<file path="src/rtl/uart_pkg.sv">
// Definitions shared by the UART receive and transmit paths.
package uart_pkg;

    typedef enum logic [2:0] {
        IDLE,
        START,
        DATA,
        STOP,
        BREAK
    } rx_state_t;

    localparam int DEFAULT_CLKS_PER_BIT = 347;
    localparam int UART_DATA_W          = 8;

endpackage

</file>
<file path="src/rtl/sync2.sv">
// Two-flop synchroniser for asynchronous single-bit inputs; RESET_VAL sets the
// value both flops take while in reset.
module sync2 #(
    parameter logic RESET_VAL = 1'b0
) (
    input  logic clk_core,
    input  logic reset_n,
    input  logic d,
    output logic q
);

    logic meta;

    always_ff @(posedge clk_core or negedge reset_n) begin
        if (!reset_n) begin
            meta <= RESET_VAL;
            q    <= RESET_VAL;
        end else begin
            meta <= d;
            q    <= meta;
        end
    end

endmodule

</file>
<file path="src/rtl/uart_rx.sv">
// 8N1 UART receiver: samples the RX pin mid-bit and delivers bytes into a
// one-deep holding register with framing/overrun flags and cts_n flow control.
module uart_rx
    import uart_pkg::*;
#(
    parameter int CLKS_PER_BIT = DEFAULT_CLKS_PER_BIT
) (
    input  logic                   clk_core,
    input  logic                   reset_n,
    input  logic                   rx,
    output logic [UART_DATA_W-1:0] rx_data,
    output logic                   rx_valid,
    input  logic                   rx_ready,
    input  logic                   err_clear,
    output logic                   frame_err,
    output logic                   overrun,
    output logic                   cts_n
);

    localparam int CNT_W = $clog2(CLKS_PER_BIT);
    localparam int IDX_W = $clog2(UART_DATA_W);
    localparam logic [CNT_W-1:0] HALF_RELOAD = CNT_W'(CLKS_PER_BIT / 2 - 1);
    localparam logic [CNT_W-1:0] FULL_RELOAD = CNT_W'(CLKS_PER_BIT - 1);
    localparam logic [IDX_W-1:0] LAST_IDX    = IDX_W'(UART_DATA_W - 1);

    rx_state_t              state, state_next;
    logic [CNT_W-1:0]       timer, timer_next;
    logic [IDX_W-1:0]       bit_idx, bit_idx_next;
    logic [UART_DATA_W-1:0] shreg, shreg_next;
    logic                   rx_s;
    logic                   tick;
    logic                   deliver;
    logic                   frame_set;
    logic                   pop;
    logic                   accept;

    sync2 #(.RESET_VAL(1'b1)) u_rx_sync (
        .clk_core (clk_core),
        .reset_n  (reset_n),
        .d        (rx),
        .q        (rx_s)
    );

    assign tick   = (timer == '0);
    assign pop    = rx_valid && rx_ready;
    assign accept = deliver && (!rx_valid || rx_ready);

    always_ff @(posedge clk_core or negedge reset_n) begin
        if (!reset_n) begin
            state   <= IDLE;
            timer   <= '0;
            bit_idx <= '0;
            shreg   <= '0;
        end else begin
            state   <= state_next;
            timer   <= timer_next;
            bit_idx <= bit_idx_next;
            shreg   <= shreg_next;
        end
    end

    // The timer saturates at zero; every state entry reloads it first.
    always_comb begin
        state_next   = state;
        timer_next   = tick ? '0 : timer - CNT_W'(1);
        bit_idx_next = bit_idx;
        shreg_next   = shreg;
        deliver      = 1'b0;
        frame_set    = 1'b0;
        case (state)
            IDLE: begin
                if (!rx_s) begin
                    state_next = START;
                    timer_next = HALF_RELOAD;
                end
            end
            START: begin
                if (tick) begin
                    timer_next = FULL_RELOAD;
                    if (!rx_s) begin
                        state_next   = DATA;
                        bit_idx_next = '0;
                    end else begin
                        state_next = IDLE;
                    end
                end
            end
            DATA: begin
                if (tick) begin
                    shreg_next = {rx_s, shreg[UART_DATA_W-1:1]};
                    timer_next = FULL_RELOAD;
                    if (bit_idx == LAST_IDX) begin
                        state_next = STOP;
                    end else begin
                        bit_idx_next = bit_idx + IDX_W'(1);
                    end
                end
            end
            STOP: begin
                if (tick) begin
                    timer_next = FULL_RELOAD;
                    if (rx_s) begin
                        deliver    = 1'b1;
                        state_next = IDLE;
                    end else begin
                        frame_set  = 1'b1;
                        state_next = BREAK;
                    end
                end
            end
            BREAK: begin
                if (rx_s) begin
                    state_next = IDLE;
                    timer_next = FULL_RELOAD;
                end
            end
            default: begin
                state_next = IDLE;
            end
        endcase
    end

    // Holding register and sticky flags; a new error event beats err_clear.
    always_ff @(posedge clk_core or negedge reset_n) begin
        if (!reset_n) begin
            rx_data   <= '0;
            rx_valid  <= 1'b0;
            cts_n     <= 1'b0;
            frame_err <= 1'b0;
            overrun   <= 1'b0;
        end else begin
            if (accept) begin
                rx_data  <= shreg;
                rx_valid <= 1'b1;
                cts_n    <= 1'b1;
            end else if (pop) begin
                rx_valid <= 1'b0;
                cts_n    <= 1'b0;
            end
            frame_err <= frame_set | (frame_err & ~err_clear);
            overrun   <= (deliver & ~accept) | (overrun & ~err_clear);
        end
    end

endmodule

</file>
<file path="config.mk">
export PLATFORM = sky130hd
export DESIGN_NAME = uart_rx
export DESIGN_NICKNAME = d
export VERILOG_FILES = /design/src/rtl/uart_pkg.sv /design/src/rtl/sync2.sv /design/src/rtl/uart_rx.sv
export SDC_FILE = /design/constraint.sdc
export NUM_CORES = 1
export LEC_CHECK = 0
export CORE_ASPECT_RATIO = 0.75
export CORE_MARGIN = 2
export CORE_UTILIZATION = 51
export CTS_CLUSTER_DIAMETER = 30
export DETAILED_ROUTE_END_ITERATION = 10
export PLACE_DENSITY_LB_ADDON = 0.12
export SLEW_MARGIN = 15
export SYNTH_ARGS = -nofsm -noshare
export SYNTH_HDL_FRONTEND = slang
export SYNTH_SLANG_ARGS = --single-unit
</file>
<file path="constraint.sdc">
create_clock -name clk_core -period 2 [get_ports clk_core]
set_input_delay 0.4 -clock clk_core [delete_from_list [all_inputs] [get_ports clk_core]]
set_output_delay 0.4 -clock clk_core [all_outputs]
set_load 0.01 [all_outputs]
</file>
==> results.tsv <==
stage	metric	value	unit
run_status	outcome	finished, final reports clean	
timing	worst_pin_slew	0.486	ns
clock_tree	htreeDepth	2	
worst_setup_path	crit_type	flip-flop to flip-flop	
clock_tree	clk_pin_slew_worst_paths	0.07	ns
power	switching_share	20.3	%
final_layout	nets	193	
clock_tree	cts_buffers	5	
final_layout	postLayoutCellArea	2170	sq um
synthesis	synth.avg_cell_area	11.6	sq um
final_layout	area_growth	20.3	%
worst_setup_path	path_max_fanout	7	
synthesis	synth_seq_cells	36	
timing	timing.fmax	534	MHz
timing	min_period	1.87	ns
synthesis	synth_compound_area_share	12.8	%
worst_setup_path	crit_path_end_kind	flip-flop	
power	power_density	643	nW/um^2
synthesis	async_flop_share	100	%
synthesis	yosys.area_share.adder	2.77	%
timing	slew_violations	0	
global_routing	grt_pass1_vias	1335	
timing	rsz0062_at_grt	no	
drt	wire_per_inst	17.3	um
floorplanning	die_width	72.7	um
final_layout	drive_gt1_share	22.7	%
placement	port_buffers	16	
placement	hpwl	2.93	mm
floorplanning	core-area	3330	sq um
drt	drt_wl_total	3.89	mm
floorplanning	io_pins	17	
synthesis	synth_top_family_by_area	simple AND/OR/NAND/NOR gates	
power	power_frac_comb	2.1	%
synthesis	synth_flop_cell	dfrtp_1	
synthesis	synth_nets	165	
worst_hold_path	hp-class	flip-flop to flip-flop	
flow_run	cap_violations	0	
synthesis	synth_xor_area_share	1.94	%
drt	firstDrtPassIters	4	
final_layout	final_cell_mix	34 x dfrtp_1, 16 x clkdlybuf4s50_1, 12 x buf_4	
synthesis	ys_types	47	
power	finalPower	1.40	mW
drt	drtIter0Drc	118	
power	power.share.clock	45.2	%
timing	fin_ws	0.129	ns
clock_tree	cts_tree	done	
floorplanning	die_area	4030	sq um
synthesis	syn_area	1800	sq um
final_layout	final_common_cell	dfrtp_1	
synthesis	synth-simple-area-share	17.3	%
synthesis	synthMuxAreaShare	10.5	%
floorplanning	start_util	54.1	%
drt	drc_errors	0	
worst_setup_path	arrival	2.04	ns
timing	fin_setup_tns	0	ns
final_layout	final_cells	225	
power	p_leak	0.958	nW
placement	dpl_worst_slack	-0.00814	ns
final_layout	antennaDiodeCount	0	
timing	hold_viol_final	0	
clock_tree	clk_latency	0.29	ns
power	pwr-share-seq	52.6	%
global_routing	gr-total-overflow	0	
global_routing	grt_pass1_wl	6.45	mm
power	p_sw	284	uW
final_layout	finish.utilization	65.1	%
placement	dpl_cell_area	2060	sq um
global_routing	grt_start_max_net_pins	37	
worst_setup_path	worstSetupStartpointType	flip-flop	
synthesis	post-synth-top-area-cell	dfrtp_1	
floorplanning	die_h	55.5	um
clock_tree	post-cts-setup-buffers	0	
floorplanning	placementRows	18	
timing	fin_crit_sh	93.6	%
timing	holdWs	0.360	ns
synthesis	yosys_warnings	0	
clock_tree	cts.sinks	36	
timing	setup_viol	0	
timing	relSlewSlack	67.3	%
clock_tree	clk_path_buf_depth	2	
drt	viasPerCell	5.76	
timing	fin_skew	0.00752	ns
global_routing	grt_usage	21.2	%
global_routing	antenna_found_initial	0	
placement	gp_congestion	0.961	
synthesis	synthesis.instances	156	
power	power.internal	1.11	mW
clock_tree	cts_hold_buf	0	
synthesis	ys_seq_area_share	50.1	%
synthesis	synth-edff-count	0	
drt	ant_nets	0	
synthesis	synth_top_area_share	47.2	%
power	irDropWorstVdd	0.430	mV
drt	via_count	1295	
synthesis	ys_top_cells_by_area	dfrtp_1 47%, mux2_1 5.0%, mux2_2 5.0%, dfstp_2 2.9%, a21oi_1 2.8%	
clock_tree	clockRootBuffer	clkbuf_8	
worst_setup_path	crit_required	2.17	ns
placement	place_inst	217	
cells by family (layout without fill, tap and decap cells):
logic type                 after synthesis  count (layout)
AOI/OAI and AO/OA                       34              34
xor gates and xnor gates                 4               4
adders and majority gates                4               4
buffers and inverters                   16              45
DFF                                     36              36
muxes                                   17              17
and+or+nand+nor                         45              45
final timing paths:
check	startpoint	endpoint	slack, ns	cells past startpoint
max	timer[2]$_DFF_PN0_	bit_idx[0]$_DFFE_PN0P_	0.13	4
min	u_rx_sync.meta$_DFF_PN1_	u_rx_sync.q$_DFF_PN1_	0.36	0
max reg2reg	timer[2]$_DFF_PN0_	bit_idx[0]$_DFFE_PN0P_	0.13	4
min reg2reg	u_rx_sync.meta$_DFF_PN1_	u_rx_sync.q$_DFF_PN1_	0.36	0
max in group asynchronous	reset_n	u_rx_sync.q$_DFF_PN1_	1.13	2
min in group asynchronous	reset_n	timer[6]$_DFF_PN0_	0.51	2
sequential cells by signal, indices dropped and copies added, names as in the netlist, 3 cells and up:
register	count
bit_idx	3
state	3
shreg	8
timer	9
rx_data	8
area by class of cell:
type                            instances  area, sq um
Tap cell                               40         50.0
Fill cell                             275         1160
Multi-Input combinational cell        104          826
Timing Repair Buffer                   28          250
Clock inverter                          2         35.0
Clock buffer                            6         72.6
Inverter                                9         33.8
Sequential cell                        36          903
cells in the mapped netlist, types with 3 or more instances:
cell type and n:
mux2_1 8, o21ai_0 4, dfrtp_1 34, nand3_1 4, nor3_2 3, a22o_1 3
nor2_1 6, ha_1 4, mux2_2 8, nor3_1 3, o21ai_1 3, nand2_1 9
clkbuf_1 3, inv_1 9, a21oi_1 10
layer usage:
metal | part of all wire [%] | routed length, um | global-route usage [%]
met1 | 48 | 1850 | 29.6
met2 | 46 | 1810 | 32.5
met3 | 5.1 | 197 | 5.66
met5 | 0 | 0 | 0
met4 | 0.93 | 36 | 6.35
timing repair:
item | in CTS | in global routing
gates resized for setup | 1 | 3
pin swaps | 0 | 0
endpoints found under the setup margin | 5 | 8
critical path: stages, from the launching register on:
cell and delay (ns):
dfrtp_1 0.47, or3_1 0.55, nor3_2 0.25, o211ai_1 0.19
mux2_2 0.31
power groups by stage:
| stage | Combinational (mW) | Clock (mW) | Sequential (mW) |
|---|---|---|---|
| 3_5_place_dp | 0.0309 | 0 | 0.749 |
| 2_1_floorplan | 0.00771 | 0 | 0.746 |
| 3_3_place_gp | 0.0296 | 0 | 0.748 |
| 5_1_grt | 0.0339 | 0.670 | 0.734 |
| 4_1_cts | 0.0308 | 0.644 | 0.734 |
| 6_report | 0.0296 | 0.631 | 0.735 |
Note: power is estimated with default switching activity, not from simulation.
